<file path="src/rtl/cache_controller.sv">
// Blocking cache controller: write-through, no-write-allocate, with a multi-word
// line refill on a read miss and saturating hit/miss statistics.
module cache_controller #(
   parameter int BLOCK_WORDS = 4,
   parameter int CNT_W       = 32
) (
   input  logic                           clk,
   input  logic                           rst,
   input  logic                           MemRead,
   input  logic                           MemWrite,
   input  logic                           Hit,
   input  logic                           mem_ready,
   output logic                           Stall,
   output logic                           mem_rd_req,
   output logic                           mem_wr_req,
   output logic [$clog2(BLOCK_WORDS)-1:0] word_cnt,
   output logic                           refill_we,
   output logic                           valid_set,
   output logic                           cache_wr_en,
   output logic [CNT_W-1:0]               hit_count,
   output logic [CNT_W-1:0]               miss_count
);

   localparam int WC_W = $clog2(BLOCK_WORDS);
   localparam logic [WC_W-1:0] LAST_WORD = WC_W'(BLOCK_WORDS - 1);

   typedef enum logic [1:0] {IDLE, RD_MISS, WR_THRU, RD_DONE} state_t;

   state_t           state_q, state_d;
   logic [WC_W-1:0]  word_cnt_q, word_cnt_d;
   logic             wr_hit_q, wr_hit_d;
   logic [CNT_W-1:0] hit_count_q, hit_count_d;
   logic [CNT_W-1:0] miss_count_q, miss_count_d;
   logic             count_hit, count_miss;

   // A store wins when both strobes are high; while reset is high every output stays low.
   always_comb begin
      state_d     = state_q;
      word_cnt_d  = word_cnt_q;
      wr_hit_d    = wr_hit_q;
      count_hit   = 1'b0;
      count_miss  = 1'b0;
      Stall       = 1'b0;
      mem_rd_req  = 1'b0;
      mem_wr_req  = 1'b0;
      refill_we   = 1'b0;
      valid_set   = 1'b0;
      cache_wr_en = 1'b0;
      if (!rst) begin
         case (state_q)
            IDLE: begin
               if (MemWrite) begin
                  Stall      = 1'b1;
                  wr_hit_d   = Hit;
                  count_hit  = Hit;
                  count_miss = ~Hit;
                  state_d    = WR_THRU;
               end else if (MemRead) begin
                  if (Hit) begin
                     count_hit = 1'b1;
                  end else begin
                     Stall      = 1'b1;
                     count_miss = 1'b1;
                     word_cnt_d = '0;
                     state_d    = RD_MISS;
                  end
               end
            end
            RD_MISS: begin
               Stall      = 1'b1;
               mem_rd_req = 1'b1;
               if (mem_ready) begin
                  refill_we = 1'b1;
                  if (word_cnt_q == LAST_WORD) begin
                     valid_set  = 1'b1;
                     word_cnt_d = '0;
                     state_d    = RD_DONE;
                  end else begin
                     word_cnt_d = word_cnt_q + WC_W'(1);
                  end
               end
            end
            WR_THRU: begin
               mem_wr_req = 1'b1;
               Stall      = ~mem_ready;
               if (mem_ready) begin
                  cache_wr_en = wr_hit_q;
                  state_d     = IDLE;
               end
            end
            RD_DONE: state_d = IDLE;
            default: state_d = IDLE;
         endcase
      end

      // Statistics stick at all-ones instead of wrapping.
      hit_count_d  = (count_hit && hit_count_q != '1) ? hit_count_q + CNT_W'(1) : hit_count_q;
      miss_count_d = (count_miss && miss_count_q != '1) ? miss_count_q + CNT_W'(1) : miss_count_q;
   end

   always_ff @(posedge clk) begin
      if (rst) begin
         state_q      <= IDLE;
         word_cnt_q   <= '0;
         wr_hit_q     <= 1'b0;
         hit_count_q  <= '0;
         miss_count_q <= '0;
      end else begin
         state_q      <= state_d;
         word_cnt_q   <= word_cnt_d;
         wr_hit_q     <= wr_hit_d;
         hit_count_q  <= hit_count_d;
         miss_count_q <= miss_count_d;
      end
   end

   assign word_cnt   = word_cnt_q;
   assign hit_count  = hit_count_q;
   assign miss_count = miss_count_q;

endmodule

</file>
<file path="config.mk">
export PLATFORM = sky130hd
export DESIGN_NAME = cache_controller
export DESIGN_NICKNAME = d
export VERILOG_FILES = /design/src/rtl/cache_controller.sv
export SDC_FILE = /design/constraint.sdc
export NUM_CORES = 1
export LEC_CHECK = 0
export BUFFER_PORTS_ARGS = -buffer_cell sky130_fd_sc_hd__buf_2
export CAP_MARGIN = 25
export CELL_PAD_IN_SITES_DETAIL_PLACEMENT = 0
export CELL_PAD_IN_SITES_GLOBAL_PLACEMENT = 2
export CORE_ASPECT_RATIO = 0.7
export CORE_UTILIZATION = 35
export DETAILED_ROUTE_END_ITERATION = 10
export GPL_ROUTABILITY_DRIVEN = 1
export PLACE_DENSITY = 0.88
export SETUP_SLACK_MARGIN = 0.1
export SLEW_MARGIN = 0
export SYNTH_ARGS = -nofsm -noshare
export SYNTH_HDL_FRONTEND = slang
export SYNTH_SLANG_ARGS = --single-unit
</file>
<file path="constraint.sdc">
create_clock -name clk -period 3.1 [get_ports clk]
set_input_delay 0 -clock clk [delete_from_list [all_inputs] [get_ports clk]]
set_output_delay 0 -clock clk [all_outputs]
set_load 0.02 [all_outputs]
</file>
==> key figures, run 1 <==
Power
  • Static Leakage: 1.66 nW
  • NetSw: 0.443 mW
  • Maximum vdd drop: 243 uV
  • Tot Pwr: 2.00 mW
  • Comb pwr share: 0.039
  • Sw frac: 0.221
  • Int Pwr: 1.56 mW
  • Flop pwr share: 0.450
  • Clock power share: 0.511
  • Power Density: 442 nW/um^2

Setup path
  • Worst-path fanout max: 20
  • Critical path class: register to register
  • Critical Path End Type: register
  • Critical Path RT: 3.32 ns
  • CP Launch Type: register
  • Worst R2R Path Depth: 6
  • Reg-to-Reg End: hit_count[9]
  • CP arrival: 2.69 ns
  • Worst r2r src: hit_count[12]
  • R2r setup slk: 0.63 ns

Drt
  • Post-Route WL: 9660 um
  • Starting DRT DRC Count: 226
  • Pre-antenna DRT Iters: 10
  • Routed vias: 3612
  • DRC violation count after routing: 3
  • Average wire per standard cell: 14.7 um
  • Vias per cell: 5.50
  • Post-route ant nets: 0

Min path
  • WHS Endpoint: state_q[0]
  • Worst Hold Depth: 3
  • Tightest Hold Check Type: input pin to register
  • Worst Hold Launch: MemWrite

STA
  • Relative slew margins: 0.435
  • RSZ-0062 raised after global routing: false
  • Tcrit/Tclk final: 0.798
  • Clk_skew: 0.00592 ns
  • Tmin final: 2.47 ns
  • Max-slew violation count: 0
  • Final hold violations: 0
  • Slew of the pin with the lowest slew margin: 0.846 ns
  • Final setup violation count: 0
  • WHS: 0.0361 ns
  • TNS Setup: 0 ns
  • F_max: 0.404 GHz

Placed design
  • Dpl cells: 638
  • GP Congestion: 0.748
  • Number of port buffers: 77
  • Placement Cell Area: 4210 um^2
  • Final HPWL DP: 6890 um

Logic synthesis
  • Number of synthesized flops with an enable pin: 0
  • Synthesized cell area: 3730 um^2
  • Synth warn: 0
  • Syn nets: 453
  • Most common cell in the synthesized netlist: dfxtp_1
  • Syn Area/Cell: 8.40 um^2
  • Area contributors post-synth: dfxtp_1 (37%), a21oi_1 (6.0%), nor2_1 (4.6%)
  • Post-synthesis register bit count: 69
  • Seq/Total Area, Yosys: 0.370
  • Main synth FF type: dfxtp_1
  • Synth Instances: 444
  • Commonest cells in the netlist: dfxtp_1 (69), nor2_1 (46), a21oi_1 (45), nand2_1 (28)
  • Top cell type's share of synthesized area: 0.370
  • Synth cell types: 56
  • Yosys top cell by area: dfxtp_1
  • Async set-reset flop share out of synthesis: 0

Cells and area
  • Area Overhead vs Synth: 21.4%
  • Layout cells sized above 1: 0.244
  • # diodes: 0
  • Non-filler cells, final: 657
  • Layout Nets: 529
  • Final Cell Area: 4530 um^2

Floorplanning
  • Initial Utilization: 0.360
  • # rows: 31
  • IO Pins: 78
  • Die area: 11100 um^2
  • Core Box Area: 10400 um^2
  • Die Y: 88.4 um
  • Die X: 125 um

GRT
  • Total gr overflow: 0
  • Initial antenna violation count: 0
  • Largest net degree at the start of global routing: 73
  • Vias in the first global route: 3086
  • Aggregate global-route resource usage: 0.177
  • First-pass GRT wire length: 15700 um

CTS
  • Total CTS buffers: 9
  • Later-pin clock latency in the skew report: 0.33 ns
  • Clock-pin transition on the worst setup and hold timing paths: 0.06 ns
  • CTS tree: done
  • Clock sink total: 69
  • H-tree depth: 3
  • Clk root buf: clkbuf_16
  • Clk buf depth: 2
  • CTS resizes: 0

Outcome
  • Status: finished with violations
  • Failing checks: design-rule violations

Flow run
  • Max-Cap Viols: 0
## worst max-delay path by stage
stage,startpoint,end,slack [ns],cells past startpoint
global route,miss_count[2],miss_count[26],0.41,5
CTS,state_q[0],miss_count[26],0.64,5
detailed placement,state_q[0],miss_count[26],0.63,5
global placement,hit_count[12],hit_count[9],0.71,6
finish,hit_count[12],hit_count[9],0.63,6
floorplan,hit_count[8],hit_count[19],0.93,6
## registers in the layout, indices dropped and copies added, names as in the netlist
register and cells:
hit_count 32, miss_count 32, state_q 2, word_cnt 2, wr_hit_q 1
## routing by layer
layer | GRT usage | wire length [um]
met1 | 0.259 | 5120
met2 | 0.256 | 4000
met3 | 0.0459 | 458
met4 | 0.0466 | 83
met5 | 0 | 0
## cell families after synthesis
logic type | after synthesis | share of synthesized area
compound gates | 107 | 0.186
xor+xnor | 10 | 0.0235
fa+ha+maj | 3 | 0.0101
buf+inv | 33 | 0.0443
flops | 69 | 0.370
mux | 12 | 0.0352
simple gates | 210 | 0.330
## power by group through the flow
stage                     registers, mW  clock network [mW]  logic [mW]
after detailed placement          0.919                   0      0.0762
after global routing              0.901                1.09      0.0881
final                             0.900                1.02      0.0789
after CTS                         0.900                1.05      0.0793
after floorplan                   0.918                   0      0.0577
after global placement            0.919                   0      0.0757
## through the flow
step | setup WS (ns) | util
3_3_place_gp | 0.712 | 0.406
5_1_grt | 0.415 | 0.437
2_1_floorplan | 0.928 | -
6_report | 0.626 | 0.437
4_1_cts | 0.640 | 0.437
3_5_place_dp | 0.630 | 0.406
## timing repair
action                                 in CTS  in global routing
setup buffers                               0                  0
hold buffers                                3                  0
endpoints found under the hold margin       5                  0
## layout by cell type (no fill, tap or decap), types with 3 or more instances in the layout
cell type	n
o311ai_0	3
clkinv_2	4
nand3_1	21
nand4_1	13
or4_1	22
a31o_2	3
nor2b_1	10
xnor2_1	7
or2_2	6
nand2b_1	5
mux2_2	8
mux2i_1	3
xor2_1	3
nor2_1	46
o31ai_1	22
buf_2	77
o21ai_1	5
inv_1	12
nand2_1	28
clkbuf_16	9
nor3_1	7
and3_1	7
or3_1	18
ha_1	3
buf_4	6
nor4_1	8
o21ai_0	13
o41ai_1	4
dlygate4sd3_1	3
dfxtp_1	69
a21oi_1	45
## layout make-up
type	count	area, um^2
timing repair buffer	86	460
fill	1022	5830
tap	132	165
multi-input combinational	342	2180
inverter	12	45.0
clock inverter	5	50.0
clock buffer	11	243
sequential	69	1380
## critical path, stage by stage, from the launching register on
cell	delay, ns
dfxtp_1	0.41
nand4_1	0.22
or3_1	0.53
and4bb_2	0.58
buf_4	0.25
nor3_1	0.08
mux2_2	0.28
No activity file was read; power rests on OpenSTA's default activity.
==> run 2: changes to the inputs <==
--- a/config.mk
+++ b/config.mk
@@ -10,10 +10,10 @@
 export CELL_PAD_IN_SITES_DETAIL_PLACEMENT = 0
 export CELL_PAD_IN_SITES_GLOBAL_PLACEMENT = 2
 export CORE_ASPECT_RATIO = 0.7
-export CORE_UTILIZATION = 35
+export CORE_UTILIZATION = 29
 export DETAILED_ROUTE_END_ITERATION = 10
 export GPL_ROUTABILITY_DRIVEN = 1
-export PLACE_DENSITY = 0.88
+export PLACE_DENSITY = 0.78
 export SETUP_SLACK_MARGIN = 0.1
 export SLEW_MARGIN = 0
 export SYNTH_ARGS = -nofsm -noshare
==> constraint.sdc (replaced) <==
create_clock -name clk -period 2.2 [get_ports clk]
set_input_delay 0 -clock clk [delete_from_list [all_inputs] [get_ports clk]]
set_output_delay 0 -clock clk [all_outputs]
set_load 0.02 [all_outputs]
==> key figures, run 2 (synthesis gave the netlist of run 1 again) <==
Outcome
  • Status: complete, no violations

Setup path
  • Critical Path End Type: register
  • Reg-to-Reg End: miss_count[26]
  • Critical Path RT: 2.46 ns (-0.86 ns)
  • CP Launch Type: register
  • CP arrival: 2.32 ns (-0.37 ns)
  • R2r setup slk: 0.14 ns (-0.48 ns)
  • Worst r2r src: state_q[1]
  • Critical path class: register to register
  • Worst-path fanout max: 4 (-80%)
  • Worst R2R Path Depth: 7 (+1)

CTS
  • Clock-pin transition on the worst setup and hold timing paths: 0.06 ns (about the same)
  • Clk buf depth: 2 (unchanged)
  • Later-pin clock latency in the skew report: 0.33 ns (about the same)
  • Clk root buf: clkbuf_16
  • CTS tree: done
  • Clock sink total: 69 (unchanged)
  • H-tree depth: 3 (unchanged)
  • Total CTS buffers: 9 (unchanged)

Drt
  • Post-Route WL: 10700 um (+11%)
  • Starting DRT DRC Count: 207 (-8.4%)
  • DRC violation count after routing: 0 (-3)
  • Post-route ant nets: 0 (unchanged)
  • Pre-antenna DRT Iters: 5 (-5)
  • Average wire per standard cell: 14.5 um (-1.7%)
  • Vias per cell: 5.18 (-5.8%)
  • Routed vias: 3849 (+6.6%)

Power
  • Power Density: 530 nW/um^2 (+20%)
  • Static Leakage: 1.97 nW (+19%)
  • Maximum vdd drop: 335 uV (+38%)

STA
  • Tcrit/Tclk final: 0.936 (+0.138)
  • F_max: 0.486 GHz (+20%)
  • Clk_skew: 0.00800 ns (+0.00208 ns)
  • WHS: 0.0318 ns (-0.00425 ns)
  • RSZ-0062 raised after global routing: true
  • TNS Setup: 0 ns (unchanged)
  • Relative slew margins: 0.633 (+0.199)
  • Slew of the pin with the lowest slew margin: 0.549 ns (-0.297 ns)
  • Tmin final: 2.06 ns (-0.416 ns)
  • Max-slew violation count: 0 (unchanged)
  • Final hold violations: 0 (unchanged)
  • Final setup violation count: 0 (unchanged)

Min path
  • Worst Hold Depth: 3 (unchanged)
  • Tightest Hold Check Type: input pin to register
  • WHS Endpoint: state_q[0]
  • Worst Hold Launch: MemWrite

Cells and area
  • Util after Layout: 0.411 (-0.0261)
  • Layout cells sized above 1: 0.363 (+0.119)
  • Footprint of the multi-input gates: 2300 um^2 (+5.5%)
  • Most frequent cells in the layout: buf_2 (77), buf_4 (58), dfxtp_1 (57), nor2_1 (45), a21oi_1 (45)
  • Area Overhead vs Synth: 37.4%
  • Sequential Area: 1400 um^2 (+1.1%)
  • # diodes: 0 (unchanged)
  • Filler cells: 1258 (+23%)
  • Most common library cell in the layout ignoring fill and taps: buf_2
  • Layout Nets: 585 (+11%)

Floorplanning
  • Die area: 13300 um^2 (+20%)
  • Die Y: 96.9 um (+9.6%)
  • # rows: 34 (+9.7%)
  • IO Pins: 78 (unchanged)
  • Core Box Area: 12500 um^2 (+20%)
  • Initial Utilization: 0.299 (-0.0609)
  • Die X: 138 um (+9.7%)

Placed design
  • Final HPWL DP: 7720 um (+12%)
  • Number of port buffers: 77 (unchanged)
  • GP Congestion: 0.786 (+5.1%)

GRT
  • Initial antenna violation count: 0 (unchanged)
  • Total gr overflow: 0 (unchanged)
  • Largest net degree at the start of global routing: 42 (-42%)
  • Vias in the first global route: 3368 (+9.1%)
  • First-pass GRT wire length: 17100 um (+9.3%)
  • Aggregate global-route resource usage: 0.164 (-0.0129)

Flow run
  • Max-Cap Viols: 0 (unchanged)
-- run 2: cell count changes in the layout (fill, tap and decap cells not counted), sizes merged --
cell and change:
clkinvlp +3, bufinv -1, clkbuf -2, dlygate4sd3 -1, buf +57
-- run 2: worst max-delay path by stage --
stage,startpoint,endpoint,slack [ns]
2_1_floorplan,hit_count[8],hit_count[19],0.10
3_3_place_gp,hit_count[1],hit_count[25],0.09
3_5_place_dp,miss_count[30],miss_count[20],0.05
4_1_cts,miss_count[16],miss_count[26],0.09
5_1_grt,state_q[1],hit_count[21],0.03
6_report,state_q[1],miss_count[26],0.14
-- run 2: worst max-delay path, cell delays in order, from the launching register on --
cell and delay, ns:
dfxtp_2 0.32, or3_4 0.42, nor4_4 0.25, o211ai_1 0.12
buf_4 0.17, buf_6 0.12, or4_1 0.46, a21oi_1 0.12
-- run 2: report_power, final --
group	switching (mW)	total [mW]	leakage [nW]	internal, mW
sequential	0.00455	1.26	0.562	1.26
combinational	0.0862	0.134	1.28	0.0480
clock	0.564	1.32	0.127	0.754
total	0.655	2.71	1.97	2.06
-- run 2: layer usage --
layer / part of all wire / track usage / vias up
met5: 0 / 0 / -
met4: 0.011 / 0.0448 / 0
met3: 0.043 / 0.0388 / 8
met2: 0.40 / 0.218 / 76
met1: 0.54 / 0.255 / 1828
li1: - / - / 1937
-- run 2: layout make-up --
| cell class | instances | area share |
|---|---|---|
| clock inverters | 7 | 0.00830 |
| inverters | 12 | 0.00879 |
| well taps | 162 | 0.0396 |
| flip-flops and latches | 69 | 0.272 |
| multi-input cells | 342 | 0.449 |
| clock buffers | 9 | 0.0439 |
| repair buffers | 142 | 0.177 |
-- run 2: repair_timing --
item | CTS | global route
hold buffers | 2 | 0
endpoints found under the hold margin | 2 | 0
setup buffers | 2 | 10
gates resized for setup | 3 | 24
endpoints found under the setup margin | 12 | 42
pin swaps | 1 | 16
-- run 2: stage by stage --
step                      area [um^2]  std cells  power, mW  setup WS [ns]
after CTS                        4920        733       2.76         0.0913
after detailed placement         4600        713       1.42         0.0502
after global placement           4600        713       1.42         0.0899
after global routing             5120        743       2.83         0.0341
after floorplan                  3750        444       1.37          0.101
final                            5120        743       2.71          0.141
